<file path="config.mk">
export PLATFORM = sky130hd
export DESIGN_NAME = btn_debounce_multi
export DESIGN_NICKNAME = d
export VERILOG_FILES = /design/src/rtl/btn_debounce_multi.sv
export SDC_FILE = /design/constraint.sdc
export NUM_CORES = 1
export LEC_CHECK = 0
export CAP_MARGIN = 40
export CORE_MARGIN = 1
export CORE_UTILIZATION = 23
export DETAILED_ROUTE_END_ITERATION = 8
export PLACE_DENSITY_LB_ADDON = 0.3
export RECOVER_POWER = 25
export REMOVE_ABC_BUFFERS = 1
export SYNTH_ARGS = -nofsm -noshare
export SYNTH_HDL_FRONTEND = slang
export SYNTH_SLANG_ARGS = --single-unit
</file>
<file path="constraint.sdc">
create_clock -name clk -period 4.05 [get_ports clk]
set_input_delay 0.81 -clock clk [delete_from_list [all_inputs] [get_ports clk]]
set_output_delay 0.81 -clock clk [all_outputs]
set_load 0.05 [all_outputs]
</file>
<file path="src/rtl/btn_debounce_multi.sv">
// N-channel push-button debouncer: 2-flop synchroniser, shared sample-tick prescaler,
// per-channel stability FSM producing clean levels and press/release/long pulses.

module btn_debounce_chan #(
  parameter int STABLE_TICKS = 3,
  parameter int LONG_TICKS   = 200
) (
  input  logic clk,
  input  logic rst,
  input  logic tick,
  input  logic samp,
  output logic level,
  output logic press,
  output logic rel,
  output logic long_pulse
);
  localparam int CW = $clog2(STABLE_TICKS + 1);
  localparam int HW = $clog2(LONG_TICKS + 1);
  localparam logic [CW-1:0] CNT_ONE   = CW'(1);
  localparam logic [CW-1:0] CNT_LAST  = CW'(STABLE_TICKS - 1);
  localparam logic [HW-1:0] HOLD_ONE  = HW'(1);
  localparam logic [HW-1:0] HOLD_LAST = HW'(LONG_TICKS - 1);
  localparam logic [HW-1:0] HOLD_MAX  = HW'(LONG_TICKS);
  localparam bit FAST = (STABLE_TICKS == 1);

  typedef enum logic [1:0] {
    RELEASED     = 2'd0,
    PRESS_PEND   = 2'd1,
    PRESSED      = 2'd2,
    RELEASE_PEND = 2'd3
  } state_t;

  state_t          state_reg;
  logic [CW-1:0]   cnt_reg;
  logic [HW-1:0]   hold_reg;
  logic            level_reg;
  logic            press_reg;
  logic            rel_reg;
  logic            long_reg;

  always_ff @(posedge clk or posedge rst) begin
    if (rst) begin
      state_reg <= RELEASED;
      cnt_reg   <= '0;
      hold_reg  <= '0;
      level_reg <= 1'b0;
      press_reg <= 1'b0;
      rel_reg   <= 1'b0;
      long_reg  <= 1'b0;
    end else begin
      press_reg <= 1'b0;
      rel_reg   <= 1'b0;
      long_reg  <= 1'b0;
      if (tick) begin
        case (state_reg)
          RELEASED: begin
            if (samp) begin
              if (FAST) begin
                state_reg <= PRESSED;
                cnt_reg   <= '0;
                hold_reg  <= '0;
                level_reg <= 1'b1;
                press_reg <= 1'b1;
              end else begin
                state_reg <= PRESS_PEND;
                cnt_reg   <= CNT_ONE;
              end
            end
          end
          PRESS_PEND: begin
            if (!samp) begin
              state_reg <= RELEASED;
              cnt_reg   <= '0;
            end else if (cnt_reg == CNT_LAST) begin
              state_reg <= PRESSED;
              cnt_reg   <= '0;
              hold_reg  <= '0;
              level_reg <= 1'b1;
              press_reg <= 1'b1;
            end else begin
              cnt_reg <= cnt_reg + CNT_ONE;
            end
          end
          PRESSED, RELEASE_PEND: begin
            // Hold time keeps running through a tentative release; saturation
            // guarantees a single long pulse per press.
            if (hold_reg != HOLD_MAX) begin
              hold_reg <= hold_reg + HOLD_ONE;
              if (hold_reg == HOLD_LAST) long_reg <= 1'b1;
            end
            if (state_reg == PRESSED) begin
              if (!samp) begin
                if (FAST) begin
                  state_reg <= RELEASED;
                  cnt_reg   <= '0;
                  hold_reg  <= '0;
                  level_reg <= 1'b0;
                  rel_reg   <= 1'b1;
                end else begin
                  state_reg <= RELEASE_PEND;
                  cnt_reg   <= CNT_ONE;
                end
              end
            end else begin
              if (samp) begin
                state_reg <= PRESSED;
                cnt_reg   <= '0;
              end else if (cnt_reg == CNT_LAST) begin
                state_reg <= RELEASED;
                cnt_reg   <= '0;
                hold_reg  <= '0;
                level_reg <= 1'b0;
                rel_reg   <= 1'b1;
              end else begin
                cnt_reg <= cnt_reg + CNT_ONE;
              end
            end
          end
          default: begin
            state_reg <= RELEASED;
            cnt_reg   <= '0;
          end
        endcase
      end
    end
  end

  assign level      = level_reg;
  assign press      = press_reg;
  assign rel        = rel_reg;
  assign long_pulse = long_reg;
endmodule

module btn_debounce_multi #(
  parameter int N_CH         = 4,
  parameter int TICK_DIV     = 250000,
  parameter int STABLE_TICKS = 3,
  parameter int LONG_TICKS   = 200,
  parameter int ACTIVE_LOW   = 0
) (
  input  logic            clk,
  input  logic            rst,
  input  logic [N_CH-1:0] btn_in,
  output logic [N_CH-1:0] btn_level,
  output logic [N_CH-1:0] btn_press,
  output logic [N_CH-1:0] btn_release,
  output logic [N_CH-1:0] btn_long,
  output logic            tick
);
  localparam int PW = $clog2(TICK_DIV);
  localparam logic [PW-1:0] PRESC_ONE  = PW'(1);
  localparam logic [PW-1:0] PRESC_LAST = PW'(TICK_DIV - 1);
  localparam logic [PW-1:0] PRESC_PRE  = PW'(TICK_DIV - 2);
  localparam logic IDLE_RAW = (ACTIVE_LOW != 0);

  logic [PW-1:0]   presc_reg;
  logic            tick_reg;
  logic [N_CH-1:0] sync1_reg;
  logic [N_CH-1:0] sync2_reg;
  logic [N_CH-1:0] samp;

  // tick_reg is high exactly while presc_reg sits at TICK_DIV-1.
  always_ff @(posedge clk or posedge rst) begin
    if (rst) begin
      presc_reg <= '0;
      tick_reg  <= 1'b0;
    end else begin
      if (presc_reg == PRESC_LAST) presc_reg <= '0;
      else                         presc_reg <= presc_reg + PRESC_ONE;
      tick_reg <= (presc_reg == PRESC_PRE);
    end
  end

  // Synchronisers reset to the idle raw level so no phantom press follows reset.
  always_ff @(posedge clk or posedge rst) begin
    if (rst) begin
      sync1_reg <= {N_CH{IDLE_RAW}};
      sync2_reg <= {N_CH{IDLE_RAW}};
    end else begin
      sync1_reg <= btn_in;
      sync2_reg <= sync1_reg;
    end
  end

  assign samp = sync2_reg ^ {N_CH{IDLE_RAW}};
  assign tick = tick_reg;

  generate
    for (genvar gi = 0; gi < N_CH; gi++) begin : g_chan
      btn_debounce_chan #(
        .STABLE_TICKS (STABLE_TICKS),
        .LONG_TICKS   (LONG_TICKS)
      ) u_chan (
        .clk        (clk),
        .rst        (rst),
        .tick       (tick_reg),
        .samp       (samp[gi]),
        .level      (btn_level[gi]),
        .press      (btn_press[gi]),
        .rel        (btn_release[gi]),
        .long_pulse (btn_long[gi])
      );
    end
  endgenerate
endmodule
</file>
Word-level counts from Yosys, hierarchy flattened
Cells that the tools add are included.
Cells by class
  multiplexer cells: 157
  $add $sub $neg: 9
  equal/unequal tests: 62
  reduce and logical (&&, ||, !) cells: 28
Operator list (count)
  $mux W8: 24
  $mux W2: 48
  $mux W1: 68
  $pmux W8 S2: 4
  $pmux W2 S3: 8
  $eq A18 B18 Y1 const B: 2
  $add A8 B1 Y8 const B: 4
  $eq A8 B8 Y1 const B: 4
  $ne A2 B2 Y1 const B: 16
  $ne A8 B8 Y1 const B: 4
  $reduce_and A7 Y1: 4
  $eq A2 B2 Y1 const B: 12
  $reduce_and A5 Y1: 4
  $add A18 B1 Y18 const B: 1
  $mux W18: 1
  $ne A2 B1 Y1 const B: 8
  $ne A4 B2 Y1 const B: 4
  $reduce_and A4 Y1: 4
  $ne A3 B2 Y1 const B: 4
  $ne A3 B3 Y1 const B: 4
  $reduce_and A3 Y1: 4
  $add A2 B1 Y2 const B: 4
  $eq A2 B1 Y1 const B: 4
  $logic_not A2 Y1: 4
  3 further kinds: 12
Word-level totals
  output and inout port bits: 17
  flip-flop bits (word level): 91
  bits of input ports: 6
  word-level logic and storage cells: 288

Longest topological paths before layout
  depth in word-level cells: 6
  mapped depth: 6
  gate-level depth less buffers: 6

Cells and area by module
A second synthesis with hierarchy kept.
Second synthesis, totals
  cells, all modules: 443
  area total of the unflattened synthesis: 4543.1 um2
By module, submodules not included
  btn_debounce_chan: area an instance 859.6 um2, times used 4, sequential area each 400.4 um2, cells an instance 87
  btn_debounce_multi: area an instance 1104.8 um2, times used 1, sequential area each 675.6 um2, cells an instance 95

Worst setup path after synthesis
No wires, ideal clock.
  path kind: reg-to-reg
  start point: register tick_reg (netlist: tick)
  end point: register g_chan[0].u_chan.cnt_reg[0]
  slack: 2133 ps
  arrival time: 1780 ps
  stages on the path, launching flop included: 6
  required time: 3913 ps
  clock period less this slack: 1917 ps
  path through: dfrtp_1 -> buf_2 -> clkbuf_1 -> clkbuf_1 -> buf_1 -> a31oi_1
On the way
  longest elaborated chain between the ends: 1
Ends and longest elaborated chain
  start, declared: RTL line 157  | logic tick_reg;
  start signal, assigned: RTL line 170  | tick_reg <= (presc_reg == PRESC_PRE);
  $reduce_and A3 Y1 (no line)
  end signal, assigned: RTL line 81  | cnt_reg <= cnt_reg + CNT_ONE;
  end signal, assigned: RTL line 115  | cnt_reg <= cnt_reg + CNT_ONE;
  end, declared: RTL line 34  | logic [CW-1:0] cnt_reg;
Every way passes these cells.
A chain may end at the register's enable or synchronous reset.

==> metrics.md <==
| Metric | Value |
|---|---|
| Most common cell after layout, fill and taps aside | dfrtp_1 |
| Critical path launch point type | input port |
| Std cell rows | 51 |
| Worst supply voltage drop on vdd | about 230 uV |
| Achievable Freq | around 430 MHz |
| Power density over cell area | 342 nW/um^2 |
| Final-layout setup total negative slack | 0 ps |
| Endpoint type of the worst setup path | async pin |
| Leakage power | ~2.3 nW |
| Top cell type by total area after synthesis | dfrtp_1 |
| Clock buffer depth | 2 |
| # clock sinks | a little over 90 |
| RD Place Congestion | ~0.80 |
| Number of synthesized register bits | roughly 90 |
| Worst endpoint required time | 4560 ps |
| Horiz. Die Dim | 145 um |
| Number of distinct library cells after synthesis | 55 |
| Top area cells in the synthesized netlist | dfrtp_1 (49%), o21ai_0 (4.0%), nand2_1 (3.3%) |
| Hold_ws | 348 ps |
| Adder-cell area share of the yosys netlist | roughly 2.7% |
| Largest net degree at the start of global routing | 52 |
| Clock Latency Late Sink | about 340 ps |
| Global-route wire length before repair | approximately 16000 um |
| Compound-cell area share of the yosys netlist | a little over an eighth |
| Fraction of registers with async set/reset | 100% |
| Max-slew violation count | just over 40 |
| Detailed-route wire length | around 9400 um |
| Outcome | finished with violations |
| Mean area per synthesized cell | about 9.9 um^2 |
| Final setup fails | 0 |
| Arrival time of the worst setup path | about 2800 ps |
| Warnings from Yosys | 0 |
| I/O Buffers | 22 |
| Vias in the first global route | between 3k and 4k |
| Pin slew with the least headroom to its limit | approximately 1900 ps |
| Hold buffer count at cts | 0 |
| Clock tree from TritonCTS | done |
| Number of antenna violations at the first check in global routing | 0 |
| Violated checks | capacitance limit, slew limit |
| Max H-tree Level | 3 |
| Area of the core | slightly below 20000 um^2 |
| Portion of netlist area occupied by mux cells | less than 1% |
| Number of antenna diodes | 0 |
| Total global routing overflow | 0 |
| Post-layout minimum cycle time | 2320 ps |
| Max transition margin | -24.4% |
| Ratio of final minimum period to clock period | a little under three fifths |
| Initial core utilization | between 20% and 30% |
| Die area | around 21000 um^2 |
| Global routing usage summed across all routing layers | under 10% |
| # IOs | 23 |
| HPWL reported at the end of detailed placement | 6380 um |
| Vias per cell | between 4 and 5 |
| Vias | between 3k and 4k |
| Root Buffer | clkbuf_16 |
| # nets final | a little under 500 |
| Count of final hold-check violations | 0 |
| Wire length per cell after detailed routing | ~13 um |
| Combinational family with the most area after synthesis | simple AND/OR/NAND/NOR gates |
| # Max-Cap Violations | 1 |
| 1st-iter DRT viols | ~150 |
| Number of iterations in the first detailed-routing pass | 4 |
| Share of synthesized area occupied by flip-flops and latches | between 40% and 50% |
| Synth Cell Area | 4680 um^2 |
| Number of flip-flops in the largest register | 32 |
| Post-detailed-route DRC marker count | 0 |
| Basic-gate share of the synthesized area counting and, or, nand and nor cells | about 24% |
| Top cell type's share of synthesized area | between 40% and 50% |
| Area added between synthesis and finish | 15.2% |
| Share of final-layout standard cells stronger than drive strength 1 | about 6.2% |
| Leading cell types in the layout, fill and taps excluded | dfrtp_1 (91), nand2_1 (41), o21ai_0 (37), nand3_1 (26), nor2_1 (26) |
| Share of the synthesized netlist area taken by xor and xnor gates | 4.31% |
| Class of the most critical setup path | input port to async pin |
| Number of instances resized during post-cts repair | 0 |
| Clock tree skew after final layout | between 4 and 5 ps |
| Crit path max fanout | 51 |
| Hold crit path type | register to register |
| Detail Route Antenna Nets | 0 |
| Cell count after synthesis | 471 |
| Die H | around 140 um |
| Number of buffers created by CTS | 9 |
| Number of buffers inserted by post-CTS setup repair | 0 |
| Number of enable-type register cells in the synthesized netlist | 0 |
| Dominant synthesized flop cell | dfrtp_1 |
| RSZ-0062 raised after global routing | false |
| Clock slew seen by the registers of the worst setup and hold paths | 60 ps |
==> synth_stat cells, types with 4 or more instances <==
library cell / instances
buf_4: 16
nand3_1: 26
and4_1: 7
and3_1: 12
o21a_1: 4
ha_1: 10
o211ai_1: 5
or4_1: 5
a21boi_0: 6
a21o_1: 9
inv_1: 19
a31oi_1: 10
nor4_1: 5
dfrtp_1: 91
nand3b_1: 4
nor4bb_1: 4
nand4_1: 10
a22o_1: 5
a21oi_1: 11
clkbuf_1: 8
and2_1: 4
nor3_1: 11
nand2_1: 41
nor2_1: 26
xor2_1: 17
xnor2_1: 6
nor3b_1: 4
or2_2: 7
and4b_1: 7
or3_1: 4
o21ai_0: 37
==> metrics by stage <==
step	cells	worst slack (ps)	util (%)	instance area [um^2]	total power, W
2_1_floorplan	442	876	-	4490	0.000949
3_3_place_gp	731	2020	25.7	5070	0.000964
3_5_place_dp	731	1990	25.7	5070	0.000965
4_1_cts	747	1700	27.3	5390	0.00189
5_1_grt	747	1390	27.3	5390	0.00192
6_report	747	1730	27.3	5390	0.00184
==> path summary, 6_finish.rpt <==
path | start | to | slack [ps] | cells past startpoint
worst max-delay path | rst | g_chan[2].u_chan.hold_reg[1] | 1730 | 3
worst min-delay path | sync1_reg[1] | samp[1] | 350 | 0
worst max register to register | presc_reg[6] | presc_reg[7] | 2020 | 4
worst min register to register | sync1_reg[1] | samp[1] | 350 | 0
max in group clk | g_chan[3].u_chan.level | btn_level[3] | 1730 | 1
min in group asynchronous | rst | g_chan[3].u_chan.hold_reg[3] | 1390 | 2
==> per-layer routing <==
layer | vias to the layer above | track usage (%) | share of wire [%]
met5 | - | 0 | 0
met4 | 0 | 2.94 | 1.1
met3 | 7 | 2.85 | 3.1
met2 | 53 | 16.6 | 49
met1 | 1698 | 11.9 | 47
li1 | 1714 | - | -
==> critical path: stages <==
cell           delay (ps)
dlygate4sd3_1         540
clkinvlp_2           1070
buf_12                370
==> cells by family (layout without fill, tap and decap cells) <==
logic type | count (synthesis) | count (layout)
buf+inv | 48 | 59
fa+ha+maj | 10 | 10
flops | 91 | 91
xor+xnor | 23 | 23
compound gates | 101 | 101
simple gates | 194 | 194
mux | 4 | 4
==> final cells by class <==
type	instances	area (um^2)
fill	2036	14300
inverter	19	72.6
multi-input combinational	332	2140
clock inverter	6	88.8
timing repair buffer	24	248
sequential	91	2280
clock buffer	10	229
tap	265	332
==> power breakdown <==
part	total (W)	internal [W]	switching, W
registers	0.000918	0.000913	0.00000473
logic	0.0000274	0.00000664	0.0000207
clock network	0.000897	0.000542	0.000355
Power figures use the tool's default switching activity.
